===== src/rtl/pb_event_fifo_if.sv =====
// Read-bus interface between the CPU and the push-button event FIFO.
//   addr : CPU read address
//   rd   : one-cycle read strobe, qualified by addr
//   out  : read data returned by the FIFO block
//   irq  : high while events are pending in the FIFO
// The master modport is the CPU side. The slave modport is the FIFO side.
interface pb_event_fifo_if;
    logic [7:0] addr;
    logic       rd;
    logic [7:0] out;
    logic       irq;

    modport master (output addr, output rd, input out, input irq);
    modport slave  (input addr, input rd, output out, output irq);
endinterface


===== src/rtl/pb_event_fifo.sv =====
// pb_event_fifo
//   Turns every 0->1 transition of the debounced button levels into a one-byte event code
//   {1'b1,4'b0,index}. It queues the code in a DEPTH-entry FIFO, which the CPU reads over an
//   8-bit memory-mapped read bus.
//   A pending bit is kept for each button. One event is serviced per cycle, and the lowest
//   index goes first. A rise on a bit that is already pending merges with that pending event.
//   When the FIFO is full and nothing pops in the same cycle, the event is dropped and the
//   sticky ovf flag is set.
//
// Optional feature (compile-time macro PB_RELEASE_EVT_EN):
//   When the macro is defined, 1->0 transitions are also queued, with codes {1'b0,4'b0,index}.
//   Release events have their own pending register. All pending presses are serviced before
//   any release.
//
// Ports
//   clk    : system clock; all state changes on posedge
//   rst_n  : asynchronous active-low reset
//   state  : 5 debounced button levels; bit i is button i
//   bus    : read-bus slave (addr, rd in; out, irq out)
//     reading DATA_ADDR returns the head event, and a read with rd pops it (8'h00 when empty)
//     reading STAT_ADDR returns {ovf, full, empty, 1'b0, count[3:0]}, and a read with rd clears ovf
//     reading any other address returns 8'h00
//     irq is high whenever the FIFO is not empty
module pb_event_fifo #(
    parameter int          DEPTH     = 8,
    parameter logic [7:0]  DATA_ADDR = 8'hfc,
    parameter logic [7:0]  STAT_ADDR = 8'hfd
) (
    input  logic            clk,
    input  logic            rst_n,
    input  logic [4:0]      state,
    pb_event_fifo_if.slave  bus
);

    localparam int AW = (DEPTH > 1) ? $clog2(DEPTH) : 1;

    // Isolate the lowest set bit of a vector (two's-complement trick).
    function automatic logic [4:0] lowest_bit(input logic [4:0] v);
        return v & (~v + 5'd1);
    endfunction

    // Convert a one-hot (or zero) 5-bit vector into its index.
    function automatic logic [2:0] onehot_index(input logic [4:0] oh);
        logic [2:0] idx;
        idx = 3'd0;
        for (int i = 0; i < 5; i++) begin
            if (oh[i]) idx = 3'(i);
        end
        return idx;
    endfunction

    logic [4:0]    prev_state;
    logic [4:0]    press_pend;
    logic [4:0]    press_rise;
    logic [4:0]    press_served;
`ifdef PB_RELEASE_EVT_EN
    logic [4:0]    rel_pend;
    logic [4:0]    rel_rise;
    logic [4:0]    rel_served;
`endif

    logic [7:0]    mem [DEPTH];
    logic [AW-1:0] wr_ptr;
    logic [AW-1:0] rd_ptr;
    logic [AW:0]   count;
    logic [3:0]    count_lo;
    logic          ovf;

    logic          empty;
    logic          full;
    logic          pop;
    logic          stat_rd;
    logic          svc_valid;
    logic [7:0]    svc_code;
    logic          push;
    logic          drop;

    // Edge detection and service selection.
    // NOTE: every signal driven here gets a default first, so no path leaves it unassigned and no latch is inferred.
    always_comb begin
        press_rise   = state & ~prev_state;
        press_served = lowest_bit(press_pend);
`ifdef PB_RELEASE_EVT_EN
        rel_rise     = ~state & prev_state;
        // Releases are serviced only when no press is waiting.
        rel_served   = (press_pend == 5'd0) ? lowest_bit(rel_pend) : 5'd0;
        svc_valid    = (press_pend != 5'd0) || (rel_pend != 5'd0);
        svc_code     = (press_pend != 5'd0) ? {1'b1, 4'b0000, onehot_index(press_served)}
                                            : {1'b0, 4'b0000, onehot_index(rel_served)};
`else
        svc_valid    = (press_pend != 5'd0);
        svc_code     = {1'b1, 4'b0000, onehot_index(press_served)};
`endif
    end

    assign empty    = (count == '0);
    assign full     = (count == (AW+1)'(DEPTH));
    assign count_lo = 4'(count);
    assign pop      = bus.rd && (bus.addr == DATA_ADDR) && !empty;
    assign stat_rd  = bus.rd && (bus.addr == STAT_ADDR);
    // A full FIFO can still accept an event when a pop frees a slot in the same cycle.
    assign push     = svc_valid && (!full || pop);
    assign drop     = svc_valid && full && !pop;

    // NOTE: sequential state uses non-blocking assignments, so every register samples pre-edge values.
    always_ff @(posedge clk or negedge rst_n) begin
        if (!rst_n) begin
            prev_state <= 5'd0;
            press_pend <= 5'd0;
`ifdef PB_RELEASE_EVT_EN
            rel_pend   <= 5'd0;
`endif
            wr_ptr     <= '0;
            rd_ptr     <= '0;
            count      <= '0;
            ovf        <= 1'b0;
        end else begin
            prev_state <= state;
            // The served bit is cleared whether the event was pushed or dropped.
            press_pend <= (press_pend & ~press_served) | press_rise;
`ifdef PB_RELEASE_EVT_EN
            rel_pend   <= (rel_pend & ~rel_served) | rel_rise;
`endif
            if (push) wr_ptr <= wr_ptr + 1'b1;
            if (pop)  rd_ptr <= rd_ptr + 1'b1;
            case ({push, pop})
                2'b10:   count <= count + 1'b1;
                2'b01:   count <= count - 1'b1;
                default: count <= count;
            endcase
            // If an overflow happens in the same cycle as a status read, ovf stays set.
            if (drop)         ovf <= 1'b1;
            else if (stat_rd) ovf <= 1'b0;
        end
    end

    // NOTE: the storage array has no reset. The pointers and count make stale entries unreachable,
    // so the array can map to plain RAM or flops without reset.
    always_ff @(posedge clk) begin
        if (push) mem[wr_ptr] <= svc_code;
    end

    // The read mux is combinational from the registers and addr.
    always_comb begin
        bus.out = 8'h00;
        if (bus.addr == DATA_ADDR) begin
            if (!empty) bus.out = mem[rd_ptr];
        end else if (bus.addr == STAT_ADDR) begin
            bus.out = {ovf, full, empty, 1'b0, count_lo};
        end
    end

    assign bus.irq = ~empty;

endmodule


===== src/flat_wrapper.sv =====
// flat-port wrapper written by rule: the top's interface ports become plain ports
module pb_event_fifo_flat 
#(
    parameter int          DEPTH     = 8,
    parameter logic [7:0]  DATA_ADDR = 8'hfc,
    parameter logic [7:0]  STAT_ADDR = 8'hfd
)
  (clk, rst_n, state, bus_addr, bus_rd, bus_out, bus_irq);
  pb_event_fifo_if bus_i ();
  input  logic clk;
  input  logic rst_n;
  input  logic [4:0] state;
  input wire logic [$bits(bus_i.addr)-1:0] bus_addr;
  input wire logic [$bits(bus_i.rd)-1:0] bus_rd;
  output wire logic [$bits(bus_i.out)-1:0] bus_out;
  output wire logic [$bits(bus_i.irq)-1:0] bus_irq;
  assign bus_i.addr = bus_addr;
  assign bus_i.rd = bus_rd;
  assign bus_out = bus_i.out;
  assign bus_irq = bus_i.irq;
  pb_event_fifo #(.DEPTH(DEPTH), .DATA_ADDR(DATA_ADDR), .STAT_ADDR(STAT_ADDR)) u_core (.clk(clk), .rst_n(rst_n), .state(state), .bus(bus_i));
endmodule

===== config.mk =====
export PLATFORM = sky130hd
export DESIGN_NAME = pb_event_fifo_flat
export DESIGN_NICKNAME = d
export VERILOG_FILES = /design/src/rtl/pb_event_fifo_if.sv /design/src/rtl/pb_event_fifo.sv /design/src/flat_wrapper.sv
export SDC_FILE = /design/constraint.sdc
export NUM_CORES = 1
export LEC_CHECK = 0
export BUFFER_PORTS_ARGS = -buffer_cell sky130_fd_sc_hd__buf_2
export CORE_MARGIN = 1.5
export CORE_UTILIZATION = 61
export CTS_CLUSTER_DIAMETER = 60
export DETAILED_ROUTE_END_ITERATION = 12
export PLACE_DENSITY = 0.89
export SLEW_MARGIN = 0
export SYNTH_ARGS = -nofsm -noshare
export SYNTH_HDL_FRONTEND = slang
export SYNTH_SLANG_ARGS = --single-unit

===== constraint.sdc =====
create_clock -name clk -period 5.55 [get_ports clk]
set_input_delay 0.2775 -clock clk [delete_from_list [all_inputs] [get_ports clk]]
set_output_delay 0.2775 -clock clk [all_outputs]
set_load 0.01 [all_outputs]

Word level (Yosys, flattened, before mapping)
Memory sizes are Yosys's and may differ from the RTL's.
Index checks and enable logic that the tools add are counted.
- output and inout port bits: 9
- memories kept: 1
- bits in writable memories: 24
- logic and storage cells: 51
- bits in registers: 21
- input bits: 16
- memory list (memory ; depth ; bits a word ; rd ports ; clocked after memory_dff ; wr ports ; line ; source):
    u_core.mem ; 8 ; 3 ; 1 ; 0 ; 1 ; pb_event_fifo.sv:62 ; logic [7:0] mem [DEPTH];
- reductions and logical operators: 14
- mux-type cells: 12
- add/sub/neg operators: 5
- bitwise operators: 8
- equality and inequality tests: 5
- operator list (kind ; number):
    8-bit two-way mux ; 3
    8-bit == test (second input constant) ; 2
    5-bit bitwise AND ; 3
    5-bit inverter ; 3
    3-bit two-way mux ; 3
    4-bit case mux with 2 select lines ; 1
    3-bit by 1-bit adder with 3-bit output (second input constant) ; 2
    1-bit logical AND ; 6
    5-bit by 1-bit adder with 5-bit output (second input constant) ; 1
    1-bit two-way mux ; 5
    5-bit OR ; 1
    5-bit nonzero test ; 1
    4-bit by 1-bit adder with 4-bit output (second input constant) ; 1
    4-bit == test (second input constant) ; 1
    4-bit zero test ; 1
    2-bit nonzero test ; 2
    4-bit by 1-bit subtractor with 4-bit output (second input constant) ; 1
    1-bit zero test ; 3
    2-bit by 1-bit == test with 1-bit output (second input constant) ; 1
    2-bit == test (second input constant) ; 1
    1-bit logical OR ; 1
    1-bit inverter ; 1

Logic depth before layout (Yosys ltp)
- depth after elaboration: 7
- gate-level depth with buffers: 13
- gate-level depth less buffers: 11

Worst setup path after synthesis
Ideal clock, no wire load.
- kind: flip-flop to flip-flop
- start: register u_core.count[1]
- end: register u_core.count[2]
- clock period less this slack: 2622 ps
- path buffers: 2
- arrival time: 2494 ps
- path slack: 2928 ps
- data required time: 5422 ps
- stages on the path, launching flop included: 13
- library setup time: 128 ps
- cells stage by stage: dfrtp_1 -> buf_6 -> or4b_4 -> o21a_2 -> inv_2 -> ha_1 -> clkbuf_1 -> xor2_1 -> ha_1 -> a21oi_1 -> xor2_1 -> nor2_1 -> xor2_1
- word-level cells in the longest chain between the ends: 7
- elaborated cells on any way between the ends: 13
- those cells by class: add/sub (2); eq/ne (3); mux (1); reduce/logical (7)
- RTL lines (item ; line ; source):
    from (decl) ; pb_event_fifo.sv:65 ; logic [AW:0] count;
    from (signal assigned) ; pb_event_fifo.sv:127 ; 2'b10: count <= count + 1'b1;
    from (signal assigned) ; pb_event_fifo.sv:128 ; 2'b01: count <= count - 1'b1;
    from (signal assigned) ; pb_event_fifo.sv:129 ; default: count <= count;
    4-bit zero test ; pb_event_fifo.sv:96 ; assign empty = (count == '0);
    1-bit zero test ; pb_event_fifo.sv:99 ; assign pop = bus.rd && (bus.addr == DATA_ADDR) && !empty;
    1-bit logical AND ; pb_event_fifo.sv:99 ;
    1-bit logical OR ; pb_event_fifo.sv:102 ; assign push = svc_valid && (!full || pop);
    1-bit logical AND ; pb_event_fifo.sv:102 ;
    2-bit by 1-bit == test with 1-bit output or 2-bit == test (tied branches) ; pb_event_fifo.sv:126 ; case ({push, pop})
    4-bit case mux with 2 select lines or 2-bit nonzero test (tied branches) ; n/a ;
Several ways; a longest one is shown, not always the timed one.
A chain may end at the register's enable or synchronous reset.

Worst setup path after layout
- start: register u_core.press_pend[0]
- end: register u_core.count[2]
- word-level cells in the longest chain between the ends: 4
- elaborated cells on any way between the ends: 6
- those cells by class: eq/ne (2); mux (1); reduce/logical (3)
- RTL lines (item ; line ; source):
    from (decl) ; pb_event_fifo.sv:53 ; logic [4:0] press_pend;
    from (signal assigned) ; pb_event_fifo.sv:120 ; press_pend <= (press_pend & ~press_served) | press_rise;
    5-bit nonzero test (*) ; pb_event_fifo.sv:91 ; svc_valid = (press_pend != 5'd0);
    1-bit logical AND (*) ; pb_event_fifo.sv:102 ;
    2-bit by 1-bit == test with 1-bit output or 2-bit == test (tied branches) ; pb_event_fifo.sv:126 ;
    4-bit case mux with 2 select lines or 2-bit nonzero test (tied branches) ; n/a ;
Mark *: on every way between the ends. The rest lies on a longest branch, timed or not.

==> metrics <==
Starting Density between 60% and 70%; crit path time final 2900 ps; cell count of the worst hold path 1; Internal Pwr Total about 0.6 mW; floorplan die height between 60 and 70 µm; combined area of the multi-input logic cells between 700 and 800 µm²; power per cell area slightly below 400 nW/µm²; required time of the critical path just under 6000 ps; share of total power in combinational logic between 20% and 30%; number of search-and-repair iterations in the first detailed-routing pass 4; H-tree lvl count 2; count of input and output buffers 23; Synthesized Nets 170; CTS tree built; power share of the sequential group approximately three fifths; TritonCTS Buffers 5; register cell area after layout around 1200 µm²; final period utilization a little over half; post-synth design cell area 2060 µm²; average detailed-routed wire length per instance about 15 µm; dominant cell by count in the synthesized netlist edfxtp_1; top cells by area, synth edfxtp_1 35%, dfrtp_1 26%, mux4_2 6.6%; total detailed-routing wirelength 3330 µm; clock network power share between 10% and 20%; width of the die 61.1 µm; Worst R2R Path Depth 11; initial antenna violation count 0; reg-to-reg slack, setup ~2600 ps; grt peak-use layer met2; placement row count 20; clock tree root buffer cell clkbuf_4; area growth from synthesis to layout 9.25%; worst-case hold path end point u_core.prev_state[1]$_DFF_PN0_; Reg-to-Reg Start u_core.press_pend[0]$_DFF_PN0_; total of warnings raised by yosys 0; R2R Path End u_core.count[2]$_DFFE_PN0P_; area of the core approximately 3100 µm²; status completed; total die area between 3000 and 4000 µm²; number of buffers on the longest clock path 2; n_diodes 0; Switching Share between 30% and 40%; Clock Sink Count 45; Overall Global Routing Usage between 20% and 30%; synthesis-stage register bit count 45; net load switching power 0.278 mW; Final Hold Viols 0; endpoint kind of the worst setup timing path flip-flop; hpwl dp between 2000 and 3000 µm; Clk pin slew, worst setup/hold paths around 110 ps; number of global-route vias before repair about 1.1k; count of pins on the block boundary 25; Max Transition Viols Final 0; final net count 193; total number of vias between 1k and 1.5k; routing usage on met2 about a third; final-layout setup total negative slack 0 ps; 1st-iter DRT viols 65; post-synth top area cell edfxtp_1; Detail Route Antenna Nets 0; Critical Path Fanout Max 11; post-synthesis sequential area ratio 60.6%; met1 demand-to-capacity share in global routing between 20 and 30%; critical path type flip-flop to flip-flop; # setup viols final 0; start point of the worst min-delay path state[1]; actual transition at the worst max-transition pin roughly 760 ps; number of synthesized flops with an enable pin 24; top post-synthesis cells by count 24 x edfxtp_1, 21 x dfrtp_1, 10 x inv_1, 7 x nor3_1; max-cap violation count 0; top flip-flop cell by instance count after synthesis edfxtp_1; RSZ-0062 raised after global routing no; via count normalized by instance count roughly 5.7; first-pass GRT wire length approximately 5200 µm; worst slew margin relative to its limit about half; Clk Latency, worst-skew pair 350 ps; area share of the largest cell type after synthesis between 30% and 40%; Filler cells approximately 210; Critical Path Source Type flip-flop; pin count of the biggest net entering global routing 22; type of the most critical hold path primary input to flip-flop; share of final-layout standard cells stronger than drive strength 1 between 20% and 30%; Setup Skew between 9 and 10 ps; GP Congestion approximately 0.76; worst vdd rail ir drop 258 µV; Core Util, Final just over 70%; Gate Count Post-Synth roughly 150; Worst Hold Slack approximately 38 ps; Pleak roughly 0.93 nW; Data arrival, critical path approximately 3100 ps; mean post-synth cell area approximately 14 µm²; fmax 0.345 GHz; distinct cell type count after synthesis 45; overflow left after global routing 0; share of flip-flops with an asynchronous set or reset after synthesis 46.7%; global-route met3 utilization under 10%; post-route DRC violation count 0; post-CTS setup buffers 0
[logic make-up after synthesis]
kind of cell    after synthesis  synth area share (%)
flops                        45                  60.6
simple gates                 38                  11.5
buf+inv                      19                  4.08
compound gates               18                  5.84
mux                          13                  10.5
xor+xnor                     10                  4.26
fa+ha+maj                     5                  3.04
other cells                   1                 0.182
[layer usage]
| layer | up-vias | wire length [µm] |
|---|---|---|
| met5 | - | 0 |
| met4 | 0 | 82 |
| met3 | 9 | 216 |
| met2 | 43 | 1600 |
| met1 | 599 | 1430 |
| li1 | 596 | - |
[registers in the layout (all words and copies together) (netlist names)]
register,count
u_core.rd_ptr,3
u_core.wr_ptr,3
u_core.press_pend,5
u_core.ovf,1
u_core.count,4
u_core.prev_state,5
u_core.mem,24
[final cells by class]
class | instances | area share [%]
Timing Repair Buffer | 24 | 5.57
Clock buffer | 7 | 2.00
Tap cell | 44 | 2.45
Multi-Input combinational cell | 85 | 32.3
Inverter | 11 | 1.84
Clock inverter | 1 | 0.334
Sequential cell | 45 | 55.5
[critical path, cell delays in order (launching register included)]
cell,delay [ps]
dfrtp_1,450
nor4_1,670
nand2_1,170
o21a_2,170
inv_2,170
ha_1,320
xor2_1,110
ha_1,180
a21oi_1,150
xor2_1,180
nor2_1,70
xor2_1,140
[stage by stage]
step / instance area, µm² / setup slack, ps / instances / power, mW
finish: 2250 / 2650 / 217 / 0.881
global route: 2250 / 2440 / 217 / 0.930
CTS: 2250 / 2670 / 217 / 0.886
detailed placement: 2180 / 2710 / 208 / 0.741
global placement: 2180 / 2860 / 208 / 0.723
floorplan: 2060 / 2930 / 149 / 0.687
[cell usage in the layout (no fill, tap or decap), types with 4 or more instances in the layout]
| cell type | instances |
|---|---|
| inv_1 | 10 |
| ha_1 | 5 |
| mux4_2 | 6 |
| nor3_1 | 7 |
| nor4_1 | 4 |
| nand2_1 | 6 |
| dfrtp_1 | 21 |
| xor2_1 | 5 |
| mux2_2 | 5 |
| edfxtp_1 | 24 |
| o21ai_0 | 4 |
| nor2_1 | 6 |
| xnor2_1 | 5 |
| clkbuf_4 | 5 |
| buf_2 | 23 |
[worst max-delay path by stage]
stage | slack, ps | start | endpoint
2_1_floorplan | 2930 | u_core.count[1]$_DFFE_PN0P_ | u_core.count[2]$_DFFE_PN0P_
3_3_place_gp | 2860 | u_core.press_pend[0]$_DFF_PN0_ | u_core.count[2]$_DFFE_PN0P_
3_5_place_dp | 2710 | u_core.press_pend[0]$_DFF_PN0_ | u_core.count[2]$_DFFE_PN0P_
4_1_cts | 2670 | u_core.press_pend[0]$_DFF_PN0_ | u_core.count[2]$_DFFE_PN0P_
5_1_grt | 2440 | u_core.press_pend[0]$_DFF_PN0_ | u_core.count[2]$_DFFE_PN0P_
6_report | 2650 | u_core.press_pend[0]$_DFF_PN0_ | u_core.count[2]$_DFFE_PN0P_
[power by group through the flow]
stage          registers, mW  logic (mW)  clock network [mW]
2_1_floorplan          0.485       0.202                   0
3_5_place_dp           0.529       0.212                   0
6_report               0.522       0.214               0.145
3_3_place_gp           0.520       0.202                   0
5_1_grt                0.530       0.236               0.164
4_1_cts                0.521       0.216               0.150
[what timing repair did]
item / 4_1_cts / 5_1_grt
hold buffers: 1 / 0
gates resized for setup: 0 / 0
hold endpoints to repair: 21 / 0
Power figures use the tool's default switching activity.
